$ cat src/rtl/text_frame_sequencer_pkg.sv
// Shared state encodings, screen geometry and bus widths for the text frame sequencer.
package text_frame_sequencer_pkg;

    localparam int SCREEN_W    = 640;
    localparam int SCREEN_H    = 480;
    localparam int FB_ADDR_W   = 19;
    localparam int MAX_LEN     = 64;
    localparam int TEXT_ADDR_W = $clog2(MAX_LEN);
    localparam int TEXT_LEN_W  = $clog2(MAX_LEN + 1);
    localparam int SYM_CODE_W  = 7;
    localparam int SYM_X_W     = $clog2(SCREEN_W);
    localparam int SYM_Y_W     = $clog2(SCREEN_H);

    localparam logic [2:0] ST_IDLE      = 3'd0;
    localparam logic [2:0] ST_FILL_GO   = 3'd1;
    localparam logic [2:0] ST_FILL_WAIT = 3'd2;
    localparam logic [2:0] ST_FETCH     = 3'd3;
    localparam logic [2:0] ST_SYM_GO    = 3'd4;
    localparam logic [2:0] ST_SYM_WAIT  = 3'd5;
    localparam logic [2:0] ST_SWAP      = 3'd6;

    // Rows that would run off the bottom of the screen stick to the last line.
    function automatic logic [SYM_Y_W-1:0] clampRowY(input logic [SYM_Y_W:0] ySum);
        if (ySum > (SYM_Y_W + 1)'(SCREEN_H - 1))
            return SYM_Y_W'(SCREEN_H - 1);
        return ySum[SYM_Y_W-1:0];
    endfunction

endpackage

$ cat src/rtl/text_frame_sequencer.sv
// Renders one text frame: clear via fill drawer, draw each symbol via symbol drawer,
// then swap buffers. Owns the frame buffer write port and muxes the drawers onto it.
module text_frame_sequencer
    import text_frame_sequencer_pkg::*;
#(
    parameter logic [SYM_X_W-1:0] X0               = 10'd0,
    parameter logic [SYM_Y_W-1:0] Y0               = 9'd200,
    parameter logic [SYM_X_W-1:0] SYMBOL_PITCH     = 10'd15,
    parameter logic [SYM_Y_W-1:0] LINE_PITCH       = 9'd20,
    parameter int                 SYMBOLS_PER_LINE = 42
)(
    input  logic                   i_clk,
    input  logic                   i_rst_n,
    input  logic                   i_start,
    output logic                   o_ready,
    input  logic [TEXT_LEN_W-1:0]  i_text_len,
    input  logic [TEXT_ADDR_W-1:0] i_cursor_pos,
    output logic [TEXT_ADDR_W-1:0] o_text_addr,
    input  logic [SYM_CODE_W-1:0]  i_text_data,
    output logic                   o_fill_start,
    input  logic                   i_fill_ready,
    output logic                   o_sym_start,
    input  logic                   i_sym_ready,
    output logic [SYM_X_W-1:0]     o_sym_x,
    output logic [SYM_Y_W-1:0]     o_sym_y,
    output logic [SYM_CODE_W-1:0]  o_sym_code,
    output logic                   o_sym_cursor_left,
    output logic                   o_sym_cursor_right,
    input  logic                   i_fill_we,
    input  logic [FB_ADDR_W-1:0]   i_fill_addr,
    input  logic                   i_fill_data,
    input  logic                   i_sym_we,
    input  logic [FB_ADDR_W-1:0]   i_sym_addr,
    input  logic                   i_sym_data,
    output logic                   o_fb_we,
    output logic [FB_ADDR_W-1:0]   o_fb_addr,
    output logic                   o_fb_data,
    output logic                   o_fb_swap
);

    localparam int               COL_W    = $clog2(SYMBOLS_PER_LINE);
    localparam logic [COL_W-1:0] LAST_COL = COL_W'(SYMBOLS_PER_LINE - 1);

    logic [2:0]             r_state;
    logic [TEXT_LEN_W-1:0]  r_len;
    logic [TEXT_ADDR_W-1:0] r_cursor;
    logic [TEXT_LEN_W-1:0]  r_idx;
    logic [COL_W-1:0]       r_col;
    logic [TEXT_ADDR_W-1:0] r_textAddr;
    logic [SYM_X_W-1:0]     r_symX;
    logic [SYM_Y_W-1:0]     r_symY;
    logic [SYM_CODE_W-1:0]  r_symCode;
    logic                   r_curLeft;
    logic                   r_curRight;
    logic                   r_firstWait;
    logic                   r_fetchPhase;

    logic [TEXT_LEN_W-1:0]  w_idxNext;
    logic                   w_lastIdx;

    assign w_idxNext = r_idx + TEXT_LEN_W'(1);
    assign w_lastIdx = (r_idx == r_len - TEXT_LEN_W'(1));

    // Drawer ready lags its start by a cycle, so the first wait cycle never samples it.
    // The text store is synchronous, so FETCH spends one cycle on the address and one on the data.
    always_ff @(posedge i_clk or negedge i_rst_n) begin
        if (!i_rst_n) begin
            r_state      <= ST_IDLE;
            r_len        <= '0;
            r_cursor     <= '0;
            r_idx        <= '0;
            r_col        <= '0;
            r_textAddr   <= '0;
            r_symX       <= '0;
            r_symY       <= '0;
            r_symCode    <= '0;
            r_curLeft    <= 1'b0;
            r_curRight   <= 1'b0;
            r_firstWait  <= 1'b0;
            r_fetchPhase <= 1'b0;
        end else begin
            case (r_state)
                ST_IDLE: begin
                    if (i_start) begin
                        r_len    <= i_text_len;
                        r_cursor <= i_cursor_pos;
                        r_idx    <= '0;
                        r_col    <= '0;
                        r_symX   <= X0;
                        r_symY   <= Y0;
                        r_state  <= ST_FILL_GO;
                    end
                end
                ST_FILL_GO: begin
                    r_firstWait <= 1'b1;
                    r_state     <= ST_FILL_WAIT;
                end
                ST_FILL_WAIT: begin
                    r_firstWait <= 1'b0;
                    if (!r_firstWait && i_fill_ready) begin
                        if (r_len != '0) begin
                            r_textAddr   <= '0;
                            r_fetchPhase <= 1'b0;
                            r_state      <= ST_FETCH;
                        end else begin
                            r_state <= ST_SWAP;
                        end
                    end
                end
                ST_FETCH: begin
                    r_fetchPhase <= 1'b1;
                    if (r_fetchPhase) begin
                        r_symCode  <= i_text_data;
                        r_curLeft  <= (r_idx == TEXT_LEN_W'(r_cursor));
                        r_curRight <= (w_idxNext == TEXT_LEN_W'(r_cursor));
                        r_state    <= ST_SYM_GO;
                    end
                end
                ST_SYM_GO: begin
                    r_firstWait <= 1'b1;
                    r_state     <= ST_SYM_WAIT;
                end
                ST_SYM_WAIT: begin
                    r_firstWait <= 1'b0;
                    if (!r_firstWait && i_sym_ready) begin
                        r_idx <= w_idxNext;
                        if (r_col == LAST_COL) begin
                            r_col  <= '0;
                            r_symX <= X0;
                            r_symY <= clampRowY({1'b0, r_symY} + {1'b0, LINE_PITCH});
                        end else begin
                            r_col  <= r_col + COL_W'(1);
                            r_symX <= r_symX + SYMBOL_PITCH;
                        end
                        if (w_lastIdx) begin
                            r_state <= ST_SWAP;
                        end else begin
                            r_textAddr   <= w_idxNext[TEXT_ADDR_W-1:0];
                            r_fetchPhase <= 1'b0;
                            r_state      <= ST_FETCH;
                        end
                    end
                end
                ST_SWAP: r_state <= ST_IDLE;
                default: r_state <= ST_IDLE;
            endcase
        end
    end

    always_comb begin
        o_fb_we   = 1'b0;
        o_fb_addr = '0;
        o_fb_data = 1'b0;
        case (r_state)
            ST_FILL_GO, ST_FILL_WAIT: begin
                o_fb_we   = i_fill_we;
                o_fb_addr = i_fill_addr;
                o_fb_data = i_fill_data;
            end
            ST_SYM_GO, ST_SYM_WAIT: begin
                o_fb_we   = i_sym_we;
                o_fb_addr = i_sym_addr;
                o_fb_data = i_sym_data;
            end
            default: ;
        endcase
    end

    assign o_ready            = (r_state == ST_IDLE);
    assign o_fill_start       = (r_state == ST_FILL_GO);
    assign o_sym_start        = (r_state == ST_SYM_GO);
    assign o_fb_swap          = (r_state == ST_SWAP);
    assign o_text_addr        = r_textAddr;
    assign o_sym_x            = r_symX;
    assign o_sym_y            = r_symY;
    assign o_sym_code         = r_symCode;
    assign o_sym_cursor_left  = r_curLeft;
    assign o_sym_cursor_right = r_curRight;

endmodule

$ cat config.mk
export PLATFORM = sky130hd
export DESIGN_NAME = text_frame_sequencer
export DESIGN_NICKNAME = d
export VERILOG_FILES = /design/src/rtl/text_frame_sequencer_pkg.sv /design/src/rtl/text_frame_sequencer.sv
export SDC_FILE = /design/constraint.sdc
export NUM_CORES = 1
export LEC_CHECK = 0
export ABC_AREA = 1
export CAP_MARGIN = 20
export CORE_AREA = 4 4 93 95
export CTS_CLUSTER_SIZE = 40
export DETAILED_ROUTE_END_ITERATION = 8
export DIE_AREA = 0 0 97 99
export DONT_BUFFER_PORTS = 1
export GPL_TIMING_DRIVEN = 0
export PLACE_DENSITY = 0.6
export RECOVER_POWER = 25
export SYNTH_ARGS = -nofsm -noshare
export SYNTH_HDL_FRONTEND = slang
export SYNTH_SLANG_ARGS = --single-unit
$ cat constraint.sdc
create_clock -name i_clk -period 1.89 [get_ports i_clk]
set_input_delay 0.0945 -clock i_clk [delete_from_list [all_inputs] [get_ports i_clk]]
set_output_delay 0.0945 -clock i_clk [all_outputs]
set_load 0.01 [all_outputs]
==> results of run 1 <==
-- registers in the layout, indices dropped and copies added, names as in the netlist, 6 cells and up --
signal and count:
o_sym_y 8, r_len 7, o_sym_x 10, r_idx 7
r_cursor 6, o_sym_code 7, r_col 6, o_text_addr 6
-- Yosys cell counts, types with 2 or more instances --
cell type	instances
a21oi_1	13
a22o_1	21
a31oi_1	4
buf_2	7
buf_4	3
clkbuf_1	5
dfrtp_1	64
ha_1	8
inv_1	68
inv_2	2
nand2_1	154
nand3_1	20
nand3b_1	2
nand4_1	16
nor2_1	38
nor2_2	2
nor2_4	4
nor3_1	13
o21ai_0	35
o22ai_1	2
o31ai_1	2
or2_2	3
xnor2_1	3
xor2_1	10
-- worst min path at each step --
stage                       start             to  slack [ns]  cells past startpoint
after detailed placement  i_rst_n       r_len[0]       -0.20                      0
after global placement    i_rst_n       r_len[2]       -0.20                      0
after global routing      i_start     r_state[1]        0.04                      2
final                     i_start     r_state[1]        0.03                      2
after CTS                 i_start     r_state[1]       0.009                      2
after floorplan           i_rst_n  o_sym_code[0]       -0.20                      0
-- layer usage --
layer  wire (um)  global-route usage, %  part of all wire [%]
met2        4700                   32.9                    48
met5           0                      0                     0
met3         740                   5.59                   7.5
met1        4260                   25.7                    43
met4         166                   8.64                   1.7
-- report_power, final --
part / internal (mW) / switching (mW) / leakage, nW
clock network: 0.643 / 0.551 / 0.0993
logic: 1.13 / 1.79 / 1.27
registers: 1.75 / 0.427 / 0.824
-- layout make-up --
type / instances / area, sq um / area share (%)
inverter: 71 / 272 / 5.99
antenna: 1 / 2.50 / 0.0552
multi-input combinational: 356 / 1920 / 42.3
timing repair buffer: 26 / 293 / 6.46
clock inverter: 5 / 56.3 / 1.24
tap: 102 / 128 / 2.82
sequential: 64 / 1610 / 35.5
buffer: 15 / 114 / 2.51
clock buffer: 11 / 141 / 3.12
-- kinds of logic (layout without fill, tap and decap cells) --
logic type      Yosys count  count (layout)  share of synthesized area [%]
compound gates           79              79                           13.0
flops                    64              64                           42.4
simple gates            256             256                           29.8
other cells               0               1                              0
buf+inv                  86             128                           9.21
fa+ha+maj                 8               8                           2.65
xor+xnor                 13              13                           3.01
-- cell usage in the layout (no fill, tap or decap), types with 4 or more instances in the layout --
cell type      synthesis  layout
buf_2                  7       4
inv_1                 68      65
a31oi_1                4       4
dlygate4sd3_1          0      21
ha_1                   8       7
nor2_4                 4       7
o21ai_0               35      34
xor2_1                10      10
buf_6                  0       5
nor3_1                13      12
nand4_1               16      16
dfrtp_2                0       4
nand2_1              154     153
clkbuf_8               0      10
nand3_1               20      19
a22o_1                21      19
inv_2                  2       5
dfrtp_1               64      60
a21oi_1               13      13
nor2_1                38      34
buf_4                  3       4
-- critical path: stages (launching register included) --
cell and delay (ns):
dfrtp_2 0.48, nor2_4 0.16, inv_1 0.08, nor2_4 0.14
inv_1 0.09, nand2_4 0.09, buf_6 0.14, a22o_1 0.20
-- per-stage QoR --
step / power, mW / instances / TNS [ns]
global placement: 4.62 / 608 / -0.707
CTS: 6.04 / 646 / 0
global route: 6.82 / 651 / -0.624
detailed placement: 4.65 / 608 / -0.896
floorplan: 4.11 / 506 / 0
finish: 6.29 / 651 / 0
-- what timing repair did --
action	in CTS	in global routing
resized for setup	19	26
pin swaps	1	8
setup buffers	0	4
endpoints found under the setup margin	31	52
endpoints found under the hold margin	84	0
hold buffers	22	0
==> metrics, run 1 <==
status finished clean; Clk Latency, worst-skew pair between 0.3 and 0.4 ns; nature of the critical path endpoint output pin; final core occ about three fifths; min Tclk post-route ~1.8 ns; maximum number of pins on one net before global-route repair between 60 and 70; # nets final 618; part of the Yosys area used for sequential elements between 40% and 50%; Slew Viols, Final 0; Chip Height 99 um; Hold Path Class in -> reg; First DRT Iteration DRCs ~160; cell count after synthesis slightly above 500; Critical Path Sink o_fb_addr[14]; CP max FO 10; Layout Skew 0.0109 ns; Final Hold Violating Endpoints 0; routed len/inst 15.2 um; crit path DAT ~1.7 ns; post-synth top area cell dfrtp_1; Initial Utilization between 40 and 50%; CTS tree done; Post-Syn Area per Cell around 7.5 sq um; top cells by area, synth dfrtp_1 (42%), nand2_1 (15%), inv_1 (6.8%), a22o_1 (4.9%), o21ai_0 (4.6%); Mapped Nets 581; final instance area ~4500 sq um; Max-Cap Viols 0; RSZ-0062 raised after global routing true; clock sinks 64; critical path type reg -> out; Congestion Overflow GR 0; Final GP Congestion about 0.9; Max-slew headroom between 70% and 80%; setup slack at placement -0.111 ns; R2R depth 10; fin crit share 96.4%; Root Driver clkbuf_8; Crit. Startpoint r_state[0]; R2R Setup Slk 0.10 ns; Netlist cell types 31; PwrDens roughly 1400 nW/um^2; endpoints failing setup 0; start of the worst register-to-register path r_state[1]; area share of the largest cell type after synthesis between 40% and 50%; drt first pass iters 4; # DRC 0; Core ar. approximately 7700 sq um; total CTS buffers 9; Achievable Freq about 0.55 GHz; full die area between 9000 and 10,000 sq um; number of enable flip-flop cells after synthesis 0; die width slightly below 100 um; drt via density about 5.3; H-tree depth 3; Main synth FF type dfrtp_1; CP startpoint kind register; Final Routed Wirelength between 9 and 10 mm; GRT Util Overall 20.3%; Boundary Pins about 130; clock slew at reported path FFs about 0.070 ns; synth warn 0; asr flop ratio synth 100%; Mapped Area 3780 sq um; row cnt 32; Fin Hold WS between 0.02 and 0.03 ns; number of global-route vias before repair ~3,300; I/O Buffers 0; # fillers between 700 and 800; clock tree buffer depth 2; hpwl dp 7.26 mm; worst flop-to-flop path endpoint o_text_addr[3]; Area growth syn-to-layout 19.9%; Slew @ Worst Pin roughly 0.40 ns; setup ws final around 0.068 ns; Routed Antenna Nets 0; Via Count 3,469; worst endpoint required time roughly 1.8 ns; Leak between 2 and 2.5 nW; placed cell area ~3900 sq um; global-route wire length before repair 15.8 mm; VDD IR-drop max ~0.69 mV; Synth Register Bits between 60 and 70; share of layout cells above drive strength 1 between 10% and 20%; initial antenna violation count 1
No activity file was read; power rests on OpenSTA's default activity.
==> run 2, diff against run 1 <==
--- a/config.mk
+++ b/config.mk
@@ -13,6 +13,7 @@
 export DIE_AREA = 0 0 97 99
 export DONT_BUFFER_PORTS = 1
 export GPL_TIMING_DRIVEN = 0
+export HOLD_SLACK_MARGIN = 0.15
 export PLACE_DENSITY = 0.6
 export RECOVER_POWER = 25
 export SYNTH_ARGS = -nofsm -noshare
==> metrics, run 2 (synthesis results as in run 1) <==
share of layout cells above drive strength 1 13.3% (+1.1 points); VDD IR-drop max 0.698 mV (+0.38%); clock tree buffer depth 2 (unchanged); Layout Skew 0.00945 ns (-0.00143 ns); status finished clean; Slew Viols, Final 0 (unchanged); full die area 9600 sq um (unchanged); Sequential Power Share 34.2% (-0.5 points); drt first pass iters 4 (unchanged); worst flop-to-flop path endpoint r_len[3]; Area growth syn-to-layout 22.6%; RSZ-0062 raised after global routing true; placed cell count 608 (unchanged); Crit. Startpoint r_state[0]; start of the worst register-to-register path r_state[0]; internal cell power 3.58 mW (+1.6%); clock sinks 64 (unchanged); global-route wire length before repair 16.0 mm (+1.2%); Core ar. 7730 sq um (unchanged); setup ws final 0.0562 ns (-0.0122 ns); diode count 0 (-1); Via Count 3,493 (+0.69%); Root Driver clkbuf_8; maximum number of pins on one net before global-route repair 65 (unchanged); R2R depth 7 (-3); critical path type reg -> out; Switching Share 43.9% (-0.098 points); fin cells 658 (+1.1%); CTS tree done; number of global-route vias before repair 3,325 (+0.85%); Max-Cap Viols 0 (unchanged); Fin Hold WS 0.296 ns (+0.268 ns); fin crit share 97.0% (+0.64 points); max reg flops 10 (unchanged); placed cell area 3910 sq um (unchanged); die width 97 um (unchanged); Slew @ Worst Pin 0.461 ns (+0.0608 ns); GRT Util Overall 20.5% (+0.20 points); Achievable Freq 0.545 GHz (-0.66%); hpwl dp 7.26 mm (unchanged); Boundary Pins 126 (unchanged); Routed Antenna Nets 0 (unchanged); Comb pwr share 47.0% (+0.7 points); routed len/inst 15.3 um (+0.64%); Worst Hold Depth 1 (-1); setup slack at placement -0.111 ns (unchanged); CP startpoint kind register; most common library cell in the layout ignoring fill and taps nand2_1; First DRT Iteration DRCs 148 (-6.3%); nature of the critical path endpoint output pin; Net Sw Power 2.80 mW (+1.2%); most frequent cells in the layout nand2_1 (152), inv_1 (63), dfrtp_1 (60); Initial Utilization 48.9% (unchanged); final core occ 59.9% (+1.3 points); Final GP Congestion 0.908 (unchanged); initial antenna violation count 0 (-1); H-tree depth 3 (unchanged); worst endpoint required time 1.80 ns (about the same); Chip Height 99 um (unchanged); clock power share 18.8% (-0.2 points); endpoints failing setup 0 (unchanged); total CTS buffers 9 (unchanged); row cnt 32 (unchanged); Max-slew headroom 69.2% (-3.8 points); min Tclk post-route 1.83 ns (+0.0122 ns); crit path DAT 1.74 ns (about the same); Final Routed Wirelength 10.0 mm (+1.7%); CP max FO 10 (unchanged); Critical Path Sink o_fb_addr[6]; Final Hold Violating Endpoints 0 (unchanged); # DRC 0 (unchanged); # nets final 626 (+1.3%); final instance area 4630 sq um (+2.2%); R2R Setup Slk 0.08 ns (-0.02 ns); PwrDens 1380 nW/um^2 (-0.72%); Leak 2.23 nW (+2.0%); clock slew at reported path FFs 0.06 ns (about the same); I/O Buffers 0 (unchanged); Congestion Overflow GR 0 (unchanged); drt via density 5.31 (-0.38%); Hold Path Class in -> out; Clk Latency, worst-skew pair 0.34 ns (about the same)
run 2: power groups by stage:
stage / sequential (mW) / combinational [mW] / clock (mW)
after floorplan: 2.08 / 2.03 / 0
after global placement: 2.17 / 2.45 / 0
after detailed placement: 2.17 / 2.48 / 0
after CTS: 2.18 / 2.66 / 1.23
after global routing: 2.24 / 3.37 / 1.29
final: 2.18 / 3.00 / 1.20
run 2: layout make-up:
class / instances / area (sq um)
Sequential cell: 64 / 1610
Multi-Input combinational cell: 356 / 1940
Timing Repair Buffer: 34 / 373
Buffer: 15 / 110
Inverter: 71 / 272
Clock inverter: 5 / 56.3
Fill cell: 723 / 3100
Clock buffer: 11 / 141
Tap cell: 102 / 128
run 2: timing repair:
action | in CTS | in global routing
hold endpoints to repair | 89 | 0
pin swaps | 1 | 10
setup endpoints to repair | 31 | 55
gates resized for setup | 19 | 35
hold buffers | 28 | 0
gates cloned | 0 | 1
buffers inserted | 0 | 5
run 2: routing by layer:
| metal | GRT usage (%) | vias up | part of all wire [%] |
|---|---|---|---|
| met4 | 7.56 | 0 | 1.7 |
| met3 | 5.45 | 13 | 7.4 |
| met2 | 33.8 | 129 | 47 |
| met5 | 0 | - | 0 |
| li1 | - | 1729 | - |
| met1 | 26.1 | 1622 | 44 |
run 2: critical path: stages, from the launching register on:
cell     delay [ns]
dfrtp_2        0.49
nand3_1        0.19
buf_6          0.20
nand2_4        0.09
buf_4          0.16
a22o_1         0.26
run 2: worst min path at each step:
stage	startpoint	to
finish	i_fill_addr[16]	o_fb_addr[16]
global route	i_fill_addr[11]	o_fb_addr[11]
CTS	i_rst_n	r_len[1]
detailed placement	i_rst_n	r_len[0]
global placement	i_rst_n	r_len[2]
floorplan	i_rst_n	o_sym_code[0]
run 2: metrics by stage:
stage / TNS [ns] / power, mW
4_1_cts: 0 / 6.06
6_report: 0 / 6.38
2_1_floorplan: 0 / 4.11
5_1_grt: -0.393 / 6.90
3_5_place_dp: -0.896 / 4.65
3_3_place_gp: -0.707 / 4.62
==> run 3, diff against run 2 <==
--- a/config.mk
+++ b/config.mk
@@ -7,14 +7,14 @@
 export LEC_CHECK = 0
 export ABC_AREA = 1
 export CAP_MARGIN = 20
-export CORE_AREA = 4 4 93 95
+export CORE_AREA = 4 4 118 120
 export CTS_CLUSTER_SIZE = 40
 export DETAILED_ROUTE_END_ITERATION = 8
-export DIE_AREA = 0 0 97 99
+export DIE_AREA = 0 0 122 124
 export DONT_BUFFER_PORTS = 1
 export GPL_TIMING_DRIVEN = 0
-export HOLD_SLACK_MARGIN = 0.15
-export PLACE_DENSITY = 0.6
+export HOLD_SLACK_MARGIN = 0.08
+export PLACE_DENSITY = 0.4
 export RECOVER_POWER = 25
 export SYNTH_ARGS = -nofsm -noshare
 export SYNTH_HDL_FRONTEND = slang
==> constraint.sdc (replaced) <==
create_clock -name i_clk -period 1.89 [get_ports i_clk]
set_input_delay 0.4725 -clock i_clk [delete_from_list [all_inputs] [get_ports i_clk]]
set_output_delay 0.4725 -clock i_clk [all_outputs]
set_load 0.01 [all_outputs]
==> metrics, run 3 (synthesis results as in run 1) <==
status finished with violations; failing checks hold timing, setup timing; max reg flops 10 (unchanged); Chip Height 124 um (+25%); Hold Path Class in -> async; CP max FO 6 (-4); most common library cell in the layout ignoring fill and taps nand2_1; total CTS buffers 9 (unchanged); Via Count 3,422 (-2.0%); full die area 15,100 sq um (+58%); drt first pass iters 6 (+2); CTS tree done; PwrDens 1530 nW/um^2 (+11%); Root Driver clkbuf_16; diode count 0 (unchanged); # nets final 613 (-2.1%); Sequential Power Share 29.5% (-4.7 points); Net Sw Power 3.02 mW (+8.0%); Leak 2.32 nW (+3.9%); met2 Use GR 23.4% (-10 points); GRT met3 Usage 3.91% (-1.5 points); number of global-route vias before repair 3,351 (+0.78%); Comb pwr share 46.1% (-0.9 points); critical path type reg -> out; nature of the critical path endpoint output pin; Layout Skew 0.00657 ns (-0.00288 ns); routed len/inst 15.7 um (+2.6%); clock power share 24.4% (+5.6 points); hpwl dp 8.07 mm (+11%); drt via density 4.76 (-10%); setup slack at placement -0.334 ns (-0.223 ns); Final Hold Violating Endpoints 64 (+64); Slew Viols, Final 0 (unchanged); Boundary Pins 126 (unchanged); Clk Latency, worst-skew pair 0.33 ns (about the same); CP startpoint kind register; Achievable Freq 0.483 GHz (-11%); Area growth syn-to-layout 28.9%; maximum number of pins on one net before global-route repair 65 (unchanged); Initial Utilization 29.1% (-20 points); global-route wire length before repair 17.4 mm (+9.1%); clock sinks 64 (unchanged); row cnt 42 (+31%); Max-slew headroom 63.4% (-5.8 points); I/O Buffers 0 (unchanged); VDD IR-drop max 0.467 mV (-33%); initial antenna violation count 0 (unchanged); H-tree depth 3 (unchanged); Max-Cap Viols 0 (unchanged); # DRC 0 (unchanged); Final Routed Wirelength 11.3 mm (+12%); Core ar. 13,000 sq um (+68%); Slew @ Worst Pin 0.549 ns (+0.0876 ns); share of layout cells above drive strength 1 22.1% (+8.8 points); Congestion Overflow GR 0 (unchanged); clock tree buffer depth 2 (unchanged); fin crit share 110% (+13 points); crit path DAT 1.60 ns (-0.14 ns); final core occ 37.5% (-22 points); RSZ-0062 raised after global routing true; GRT Util Overall 14.9% (-5.7 points); clock slew at reported path FFs 0.06 ns (about the same); Switching Share 40.7% (-3.2 points); most frequent cells in the layout nand2_1 (147), inv_1 (59), dfrtp_1 (59); First DRT Iteration DRCs 132 (-11%); internal cell power 4.40 mW (+23%); worst endpoint required time 1.42 ns (-0.38 ns); Most Used Layer, Global Route met2; met1 global-route usage 19.7% (-6.4 points); die width 122 um (+26%); min Tclk post-route 2.07 ns (+0.236 ns); setup ws final -0.180 ns (-0.236 ns); Routed Antenna Nets 0 (unchanged); Fin Hold WS -0.167 ns (-0.463 ns); Final GP Congestion 0.853 (-6.1%); endpoints failing setup 21 (+21)
## run 3: cell types whose count changed in the layout (fill, tap and decap cells not counted), moves of 4 or more
cell,delta
dlygate4sd3_1,-25
a22o_1,-16
a22o_4,+16
buf_4,+16
clkbuf_16,+10
clkbuf_8,-7
nand2_1,-5
nand2_2,+5
inv_1,-4
## run 3: metal layers
metal	part of all wire, %	vias up
met2	47	94
li1	-	1707
met4	1.7	0
met3	6.5	14
met1	44	1607
met5	0	-
## run 3: repair_timing
action | 4_1_cts | 5_1_grt
setup endpoints to repair | 31 | 66
buffers inserted | 9 | 11
gates cloned | 2 | 0
hold endpoints to repair | 64 | 64
pin swaps | 10 | 20
resized for setup | 45 | 40
## run 3: final cells by class
class | instances | area [sq um]
buffer | 14 | 135
clock buffer | 10 | 239
clock inverter | 6 | 82.6
fill | 1378 | 8110
inverter | 71 | 279
multi-input combinational | 356 | 2130
sequential | 64 | 1610
tap | 176 | 220
timing repair buffer | 22 | 175
## run 3: critical path, stage by stage, from the launching register on
cell,delay [ns]
dfrtp_2,0.47
nor2_4,0.12
inv_2,0.05
nor2_4,0.15
inv_2,0.06
nand2_4,0.10
clkbuf_8,0.16
a22o_4,0.15
## run 3: path summary, 6_finish.rpt
| path | start | slack, ns | end | cells after the start |
|---|---|---|---|---|
| min | i_rst_n | -0.17 | o_sym_code[2] | 0 |
| max in group asynchronous | i_rst_n | 1.94 | o_sym_y[2] | 0 |
| max reg2reg | r_state[1] | 0.10 | o_sym_y[3] | 10 |
| min reg2reg | r_fetchPhase | 0.49 | r_fetchPhase | 2 |
| max | r_state[0] | -0.18 | o_fb_addr[7] | 7 |
| min in group i_clk | i_text_data[6] | 0.25 | o_sym_code[6] | 2 |
## run 3: through the flow
step | TNS (ns) | total power [mW] | area [sq um] | hold WS (ns) | std cells
after CTS | -4.50 | 7.17 | 4650 | -0.183 | 709
after global placement | -6.63 | 4.72 | 4010 | 0.178 | 682
final | -3.48 | 7.43 | 4870 | -0.167 | 719
after detailed placement | -7.33 | 4.74 | 4010 | 0.179 | 682
after floorplan | 0 | 4.12 | 3780 | 0.177 | 506
after global routing | -5.15 | 8.00 | 4870 | -0.188 | 719
## run 3: power groups by stage
| stage | Sequential [mW] | Clock, mW | Combinational (mW) |
|---|---|---|---|
| 2_1_floorplan | 2.09 | 0 | 2.04 |
| 3_3_place_gp | 2.19 | 0 | 2.53 |
| 3_5_place_dp | 2.19 | 0 | 2.56 |
| 4_1_cts | 2.19 | 1.87 | 3.11 |
| 5_1_grt | 2.26 | 1.93 | 3.81 |
| 6_report | 2.19 | 1.82 | 3.42 |
